`src/rtl/beam_i2s_tx_if.sv`:
```
// Sample-pair handshake plus I2S serial outputs of the beamformer transmit stage.
// master = producer/observer side, slave = beam_i2s_tx.
interface beam_i2s_tx_if #(
    parameter int NUMBER_OF_BITS = 8
);
    logic [NUMBER_OF_BITS-1:0] sample_a;
    logic [NUMBER_OF_BITS-1:0] sample_b;
    logic                      sample_valid;
    logic                      sample_ready;
    logic                      sd;
    logic                      ws;
    logic                      frame_start;
    logic                      underrun;
    logic [7:0]                underrun_cnt;

    modport master (
        output sample_a, sample_b, sample_valid,
        input  sample_ready, sd, ws, frame_start, underrun, underrun_cnt
    );

    modport slave (
        input  sample_a, sample_b, sample_valid,
        output sample_ready, sd, ws, frame_start, underrun, underrun_cnt
    );
endinterface

```
`src/rtl/beam_i2s_tx.sv`:
```
// Sum/difference beam former feeding a Philips-I2S stereo transmitter
// (sum in the left slot, difference in the right) behind a one-deep holding register.
module beam_i2s_tx #(
    parameter int NUMBER_OF_BITS = 8,
    parameter int SLOT_BITS      = 16
) (
    input  logic          clk,
    input  logic          reset,
    beam_i2s_tx_if.slave  bus
);
    localparam int FRAME_BITS = 2 * SLOT_BITS;
    localparam int CW         = $clog2(FRAME_BITS);
    localparam logic [CW-1:0] LAST       = CW'(FRAME_BITS - 1);
    localparam logic [CW-1:0] SLOT_START = CW'(SLOT_BITS);

    logic [CW-1:0]             cnt;
    logic [CW-1:0]             cnt_nxt;
    logic [NUMBER_OF_BITS-1:0] hold_a;
    logic [NUMBER_OF_BITS-1:0] hold_b;
    logic                      holding_full;
    logic                      holding_full_nxt;
    logic [NUMBER_OF_BITS-1:0] word_l;
    logic [NUMBER_OF_BITS-1:0] word_r;
    logic [NUMBER_OF_BITS-1:0] rev_l;
    logic [NUMBER_OF_BITS-1:0] rev_r;
    logic [FRAME_BITS-1:0]     frame_vec;
    logic [NUMBER_OF_BITS:0]   sum_full;
    logic [NUMBER_OF_BITS:0]   dif_full;
    logic                      load;
    logic                      accept;
    logic                      sd_nxt;
    logic                      ws_nxt;
    logic                      underrun_nxt;
    logic                      sd_q;
    logic                      ws_q;
    logic                      frame_start_q;
    logic                      underrun_q;
    logic [7:0]                underrun_cnt_q;

    always_comb begin
        load     = (cnt == LAST);
        cnt_nxt  = load ? '0 : cnt + 1'b1;
        accept   = bus.sample_valid && !holding_full;
        sum_full = {hold_a[NUMBER_OF_BITS-1], hold_a} + {hold_b[NUMBER_OF_BITS-1], hold_b};
        dif_full = {hold_a[NUMBER_OF_BITS-1], hold_a} - {hold_b[NUMBER_OF_BITS-1], hold_b};
        // A load with a full holding register drains it; an empty one may capture at that edge.
        holding_full_nxt = load ? accept : (holding_full || accept);
        // Underrun is flagged during the last period, based on what the load edge will find.
        underrun_nxt = (cnt_nxt == LAST) && !holding_full_nxt;
        ws_nxt   = (cnt_nxt >= SLOT_START);
        rev_l    = {<<{word_l}};
        rev_r    = {<<{word_r}};
        // frame_vec[k] is the bit on sd in period k; words go out MSB first after a 1-bit delay.
        frame_vec = (FRAME_BITS'(rev_l) << 1) | (FRAME_BITS'(rev_r) << (SLOT_BITS + 1));
        sd_nxt   = frame_vec[cnt_nxt];
    end

    always_ff @(posedge clk or posedge reset) begin
        if (reset) begin
            cnt            <= '0;
            sd_q           <= 1'b0;
            ws_q           <= 1'b0;
            frame_start_q  <= 1'b0;
            underrun_q     <= 1'b0;
            underrun_cnt_q <= '0;
            holding_full   <= 1'b0;
            hold_a         <= '0;
            hold_b         <= '0;
            word_l         <= '0;
            word_r         <= '0;
        end else begin
            cnt           <= cnt_nxt;
            sd_q          <= sd_nxt;
            ws_q          <= ws_nxt;
            frame_start_q <= (cnt_nxt == '0);
            underrun_q    <= underrun_nxt;
            if (underrun_nxt && (underrun_cnt_q != '1))
                underrun_cnt_q <= underrun_cnt_q + 8'd1;
            holding_full <= holding_full_nxt;
            if (accept) begin
                hold_a <= bus.sample_a;
                hold_b <= bus.sample_b;
            end
            if (load) begin
                if (holding_full) begin
                    word_l <= sum_full[NUMBER_OF_BITS:1];
                    word_r <= dif_full[NUMBER_OF_BITS:1];
                end else begin
                    word_l <= '0;
                    word_r <= '0;
                end
            end
        end
    end

    assign bus.sample_ready = !holding_full;
    assign bus.sd           = sd_q;
    assign bus.ws           = ws_q;
    assign bus.frame_start  = frame_start_q;
    assign bus.underrun     = underrun_q;
    assign bus.underrun_cnt = underrun_cnt_q;
endmodule
```
`src/flat_wrapper.sv`:
```
// flat-port wrapper written by rule: the top's interface ports become plain ports
module beam_i2s_tx_flat 
#(
    parameter int NUMBER_OF_BITS = 8,
    parameter int SLOT_BITS      = 16
)
  (clk, reset, bus_sample_a, bus_sample_b, bus_sample_valid, bus_sample_ready, bus_sd, bus_ws, bus_frame_start, bus_underrun, bus_underrun_cnt);
  beam_i2s_tx_if #(.NUMBER_OF_BITS(NUMBER_OF_BITS)) bus_i ();
  input  logic clk;
  input  logic reset;
  input wire logic [$bits(bus_i.sample_a)-1:0] bus_sample_a;
  input wire logic [$bits(bus_i.sample_b)-1:0] bus_sample_b;
  input wire logic [$bits(bus_i.sample_valid)-1:0] bus_sample_valid;
  output wire logic [$bits(bus_i.sample_ready)-1:0] bus_sample_ready;
  output wire logic [$bits(bus_i.sd)-1:0] bus_sd;
  output wire logic [$bits(bus_i.ws)-1:0] bus_ws;
  output wire logic [$bits(bus_i.frame_start)-1:0] bus_frame_start;
  output wire logic [$bits(bus_i.underrun)-1:0] bus_underrun;
  output wire logic [$bits(bus_i.underrun_cnt)-1:0] bus_underrun_cnt;
  assign bus_i.sample_a = bus_sample_a;
  assign bus_i.sample_b = bus_sample_b;
  assign bus_i.sample_valid = bus_sample_valid;
  assign bus_sample_ready = bus_i.sample_ready;
  assign bus_sd = bus_i.sd;
  assign bus_ws = bus_i.ws;
  assign bus_frame_start = bus_i.frame_start;
  assign bus_underrun = bus_i.underrun;
  assign bus_underrun_cnt = bus_i.underrun_cnt;
  beam_i2s_tx #(.NUMBER_OF_BITS(NUMBER_OF_BITS), .SLOT_BITS(SLOT_BITS)) u_core (.clk(clk), .reset(reset), .bus(bus_i));
endmodule
```
`config.mk`:
```
export PLATFORM = sky130hd
export DESIGN_NAME = beam_i2s_tx_flat
export DESIGN_NICKNAME = d
export VERILOG_FILES = /design/src/rtl/beam_i2s_tx_if.sv /design/src/rtl/beam_i2s_tx.sv /design/src/flat_wrapper.sv
export SDC_FILE = /design/constraint.sdc
export NUM_CORES = 1
export LEC_CHECK = 0
export BUFFER_PORTS_ARGS = -buffer_cell sky130_fd_sc_hd__clkbuf_2
export CAP_MARGIN = 20
export CORE_MARGIN = 2
export CORE_UTILIZATION = 53
export DETAILED_ROUTE_END_ITERATION = 8
export PLACE_DENSITY = 0.76
export SYNTH_ARGS = -nofsm -noshare
export SYNTH_HDL_FRONTEND = slang
export SYNTH_SLANG_ARGS = --single-unit
```
`constraint.sdc`:
```
create_clock -name clk -period 2.4 [get_ports clk]
set_input_delay 0.36 -clock clk [delete_from_list [all_inputs] [get_ports clk]]
set_output_delay 0.36 -clock clk [all_outputs]
set_load 0.01 [all_outputs]
```
==> Word-level counts from Yosys, hierarchy flattened <==
Index checks and enable logic that the tools add are counted.
W data, S select, Z words.
{ "totals": {"regBits": 50, "out_inout_bits": 13} }
{ "op_classes": {"add_sub_neg": 4, "magnitude_cmp": 2, "n_eq_ne": 3, "n_mux": 6, "n_bitwise": 1, "reduce_logical": 7} }
{ "ops": {"columns": ["operator", "n"], "rows": [
  ["$or A9 B25 Y25", 1],
  ["$mux W8", 2],
  ["$eq A5 B5 Y1 const B", 2],
  ["$add A8 B8 Y9", 1],
  ["$sub A8 B8 Y9", 1],
  ["$add A8 B1 Y8 const B", 1],
  ["$ne A8 B8 Y1 const B", 1],
  ["$lt A5 B6 Y1 const B", 1],
  ["$add A5 B1 Y5 const B", 1],
  ["$bmux W1 S5", 1],
  ["$ge A5 B5 Y1 const B", 1],
  ["$logic_not A5 Y1", 1],
  ["$mux W5", 1],
  ["$logic_and A1 B1 Y1", 3],
  ["$logic_not A1 Y1", 2],
  ["$mux W1", 2],
  ["$logic_or A1 B1 Y1", 1]
]} }

==> Logic depth before layout (Yosys ltp) <==
{ "logic_depth": {"ltp_word": 7, "ltp_mapped": 9, "depth_no_buf": 8} }

==> Worst setup path before layout <==
Ideal clock, no wire load.
{ "synth_timing": {"kind": "register to register", "from": "reg u_core.cnt[0]", "to": "reg u_core.underrun_cnt_q[7], in the netlist u_core.bus.underrun_cnt[7]", "arrival_time_ns": 2.286, "slack_ns": -0.013, "stages_incl_launch_ff": 10, "n_path_buf": 1, "synth_period_minus_slack_ns": 2.413, "cell_sequence": "dfrtp_1 -> ha_1 -> and3_1 -> ha_1 -> buf_2 -> nand2_1 -> a211oi_4 -> nand3_2 -> nor3_2 -> mux2_1"} }
{ "synth_via": {"elab_chain_len": 5, "word_cells_on_any_way": 8, "classes_between": "add/sub (1); eq/ne (2); mux (2); reduce/logical (3)"} }
{ "synth_rtl": {"columns": ["element", "line_no", "text"], "rows": [
  ["start: declaration", "beam_i2s_tx.sv:16", "logic [CW-1:0] cnt;"],
  ["start signal: assignment", "beam_i2s_tx.sv:72", "cnt <= cnt_nxt;"],
  ["$add A5 B1 Y5 or $eq A5 B5 Y1 (tied branches)", "beam_i2s_tx.sv:42, beam_i2s_tx.sv:41", null],
  ["$mux W5 *", "beam_i2s_tx.sv:42", "cnt_nxt = load ? '0 : cnt + 1'b1;"],
  ["named net u_core.cnt_nxt[4]", "beam_i2s_tx.sv:17", "logic [CW-1:0] cnt_nxt;"],
  ["$eq A5 B5 Y1 *", "beam_i2s_tx.sv:49", "underrun_nxt = (cnt_nxt == LAST) && !holding_full_nxt;"],
  ["$logic_and A1 B1 Y1 *", "beam_i2s_tx.sv:49", null],
  ["$logic_and A1 B1 Y1 *", "beam_i2s_tx.sv:77", "if (underrun_nxt && (underrun_cnt_q != '1))"],
  ["end signal: assignment", "beam_i2s_tx.sv:78", "underrun_cnt_q <= underrun_cnt_q + 8'd1;"],
  ["end: declaration", "beam_i2s_tx.sv:38", "logic [7:0] underrun_cnt_q;"]
]} }
The timed path passes the listed nets; every way through them passes the cells marked *.
A chain may end at the register's enable or synchronous reset.

==> Final worst setup path <==
{ "layout_timing": {"from": "reg u_core.cnt[1]", "to": "reg u_core.underrun_cnt_q[6], in the netlist u_core.bus.underrun_cnt[6]"} }
Same word-level chain as after synthesis.

==> results.json <==
{
  "antenna_cells": 0,
  "grt_max_degree": 51,
  "ys_ff_latch": 50,
  "post_drt_wl_per_cell_um": 14.1,
  "antenna_found_initial": 0,
  "cts_hold_buffers": 0,
  "synth_cell_types": 55,
  "grt-ovfl-total": 0,
  "avgSynthCellArea_um2": 10.6,
  "place_hpwl_um": 3820,
  "finalSetupViolCount": 0,
  "track_usage_pct": 19.7,
  "synth-async-reset-ratio_pct": 100,
  "syn-cell-area_mm2": 0.00284,
  "post-place-ws_ps": 130,
  "grt_pass1_vias": 2050,
  "port_buffers": 31,
  "crit_path_end_kind": "flip-flop",
  "pin_count": 32,
  "tightest_slew_ps": 623,
  "via_count": 2048,
  "synth_edf_count": 0,
  "final.setup.worst_slack_ps": 147,
  "htreeDepth": 2,
  "run_status": "complete, no violations",
  "fmax_ghz": 0.444,
  "hp-class": "in -> async",
  "n_fill_cell": 444,
  "drtPass1Iterations": 4,
  "drt_wl_total_um": 5260,
  "critPathSlowestCell": "dfrtp_1",
  "p_total_mw": 3.41,
  "area_growth_pct": 12.1,
  "drtIter0Drc": 105,
  "cts_sinks": 50,
  "cp.required_ps": 2600,
  "path_cells": "ha_2 > and3_1 > ha_2 > nand2_1 > a211oi_4 > nand3_2 > nor3_2 > mux2_4",
  "viasPerCell": 5.48,
  "cts_buffers": 5,
  "rsz0062_at_grt": "no",
  "crit_top_cell": "ha_2",
  "p_leak_nw": 1.46,
  "power_density_mw_per_mm2": 1070,
  "yosysMostFrequentCell": "dfrtp_1",
  "clk_path_buf_depth": 2,
  "drive_above_1_share_pct": 26.6,
  "cp_max_fo": 4,
  "clkTransAtPathRegs_ps": 90,
  "die_area_mm2": 0.00596,
  "max-slew-margin-rel_pct": 58.5,
  "ant_nets": 0,
  "die_h_um": 77.2,
  "ys.flop_type": "dfrtp_1",
  "arrival_ps": 2450,
  "rows": 26,
  "fin_crit_sh_pct": 93.9,
  "yosys-top-cells-count": "50 x dfrtp_1, 25 x nand2_1, 20 x ha_1, 17 x inv_1, 15 x o21ai_0",
  "cts_tree": "built",
  "yosysTopAreaCell": "dfrtp_1",
  "synthCells": 269,
  "gp_congestion": 0.848,
  "slew_viol_final": 0,
  "ctsRootBufferMaster": "clkbuf_8",
  "clock_latency_ps": 310,
  "grt_first_pass_wirelength_um": 9580,
  "fin_worst_skew_ps": 8.72,
  "max_stage_delay_ps": 420,
  "drc": 0,
  "core_mm2": 0.00514,
  "start_util_pct": 55.3,
  "yosysWarnings": 0,
  "nets": 344,
  "maxCapViolCount": 0,
  "synth_top_area_share_pct": 44.1,
  "cp-start-kind": "flip-flop",
  "hold_violations": 0,
  "fin_tns_setup_ps": 0,
  "peakVddDrop_mv": 0.659,
  "ys_top_cells_by_area": "dfrtp_1 44%, ha_1 8.8%, mux2_2 5.2%, nand2_1 3.3%, o21ai_0 2.6%",
  "die_x_um": 77.2,
  "syn-num-nets": 310,
  "ys_seq_area_share_pct": 44.1,
  "critPathKind": "reg -> reg",
  "min_period_ps": 2250
}
==> power breakdown <==
| group | leakage [nW] | switching (mW) | total (mW) | internal [mW] |
|---|---|---|---|---|
| Combinational | 0.797 | 0.870 | 1.62 | 0.747 |
| Sequential | 0.615 | 0.187 | 1.29 | 1.10 |
| Clock | 0.0482 | 0.273 | 0.507 | 0.233 |
| Total | 1.46 | 1.33 | 3.41 | 2.08 |
==> area by class of cell <==
type	instances	area, µm²	area share [%]
Clock buffer	7	86.3	2.71
Tap cell	70	87.6	2.75
Clock inverter	1	5.00	0.157
Inverter	19	71.3	2.24
Timing Repair Buffer	41	230	7.23
Multi-Input combinational cell	186	1450	45.6
Sequential cell	50	1250	39.3
==> state kept, by name, summed over array words and instances, names as in the netlist, 5 cells and up <==
register	count
u_core.hold_a	8
u_core.word_l	8
u_core.cnt	5
u_core.hold_b	8
u_core.word_r	8
u_core.bus.underrun_cnt	8
==> critical path: cells and delay by family, from the launching register on <==
family                   cells  cell delay, ps
AO/OA/AOI/OAI                1             280
multiplexers                 1             320
adder cells (fa/ha/maj)      2             540
flip-flops                   1             420
AND/OR/NAND/NOR              4             600
==> through the flow <==
stage / instance area, µm² / util (%) / hold slack (ps) / instances
2_1_floorplan: 2840 / - / 445 / 269
3_3_place_gp: 3070 / 59.7 / 461 / 364
3_5_place_dp: 3070 / 59.7 / 466 / 364
4_1_cts: 3160 / 61.5 / 209 / 372
5_1_grt: 3180 / 61.9 / 248 / 374
6_report: 3180 / 61.9 / 187 / 374
==> logic make-up (layout without fill, tap and decap cells) <==
| kind of cell | after synthesis | in the layout | synth area share [%] |
|---|---|---|---|
| flops | 50 | 50 | 44.1 |
| simple gates | 73 | 73 | 13.4 |
| xor+xnor | 15 | 15 | 4.63 |
| buf+inv | 33 | 68 | 5.15 |
| mux | 19 | 19 | 7.97 |
| fa+ha+maj | 22 | 22 | 10.2 |
| compound gates | 57 | 57 | 14.6 |
==> worst paths after layout <==
path | start | slack [ps] | cells past startpoint | endpoint
max | u_core.cnt[1] | 150 | 8 | u_core.bus.underrun_cnt[6]
min | reset | 190 | 3 | u_core.hold_b[7]
max reg2reg | u_core.cnt[1] | 150 | 8 | u_core.bus.underrun_cnt[6]
min reg2reg | u_core.word_l[0] | 490 | 1 | u_core.word_l[0]
max in group asynchronous | reset | 1790 | 3 | u_core.word_l[3]
min in group clk | bus_sample_b[7] | 250 | 3 | u_core.hold_b[7]
==> routing by layer <==
layer	GRT usage, %	vias to the layer above	share of wire, %
li1	-	1006	-
met1	25.6	982	44
met2	33.2	52	50
met3	3.76	8	3.7
met4	6.43	0	1.5
met5	0	-	0
==> placed cells by master, fill, tap and decap left out, drive strengths merged, types with 7 or more instances in the layout <==
master and count:
a21oi 11, buf 10, clkbuf 38, dfrtp 50
ha 20, inv 18, mux2 16, nand2 25
nand3 11, nor2 14, o21ai 15, o2bb2ai 8
xnor2 8, xor2 7
==> what timing repair did <==
item | 4_1_cts | 5_1_grt
setup buffers | 0 | 2
resized for setup | 0 | 3
endpoints found under the setup margin | 0 | 3
hold endpoints to repair | 0 | 0
(Power assumes the default switching activity.)
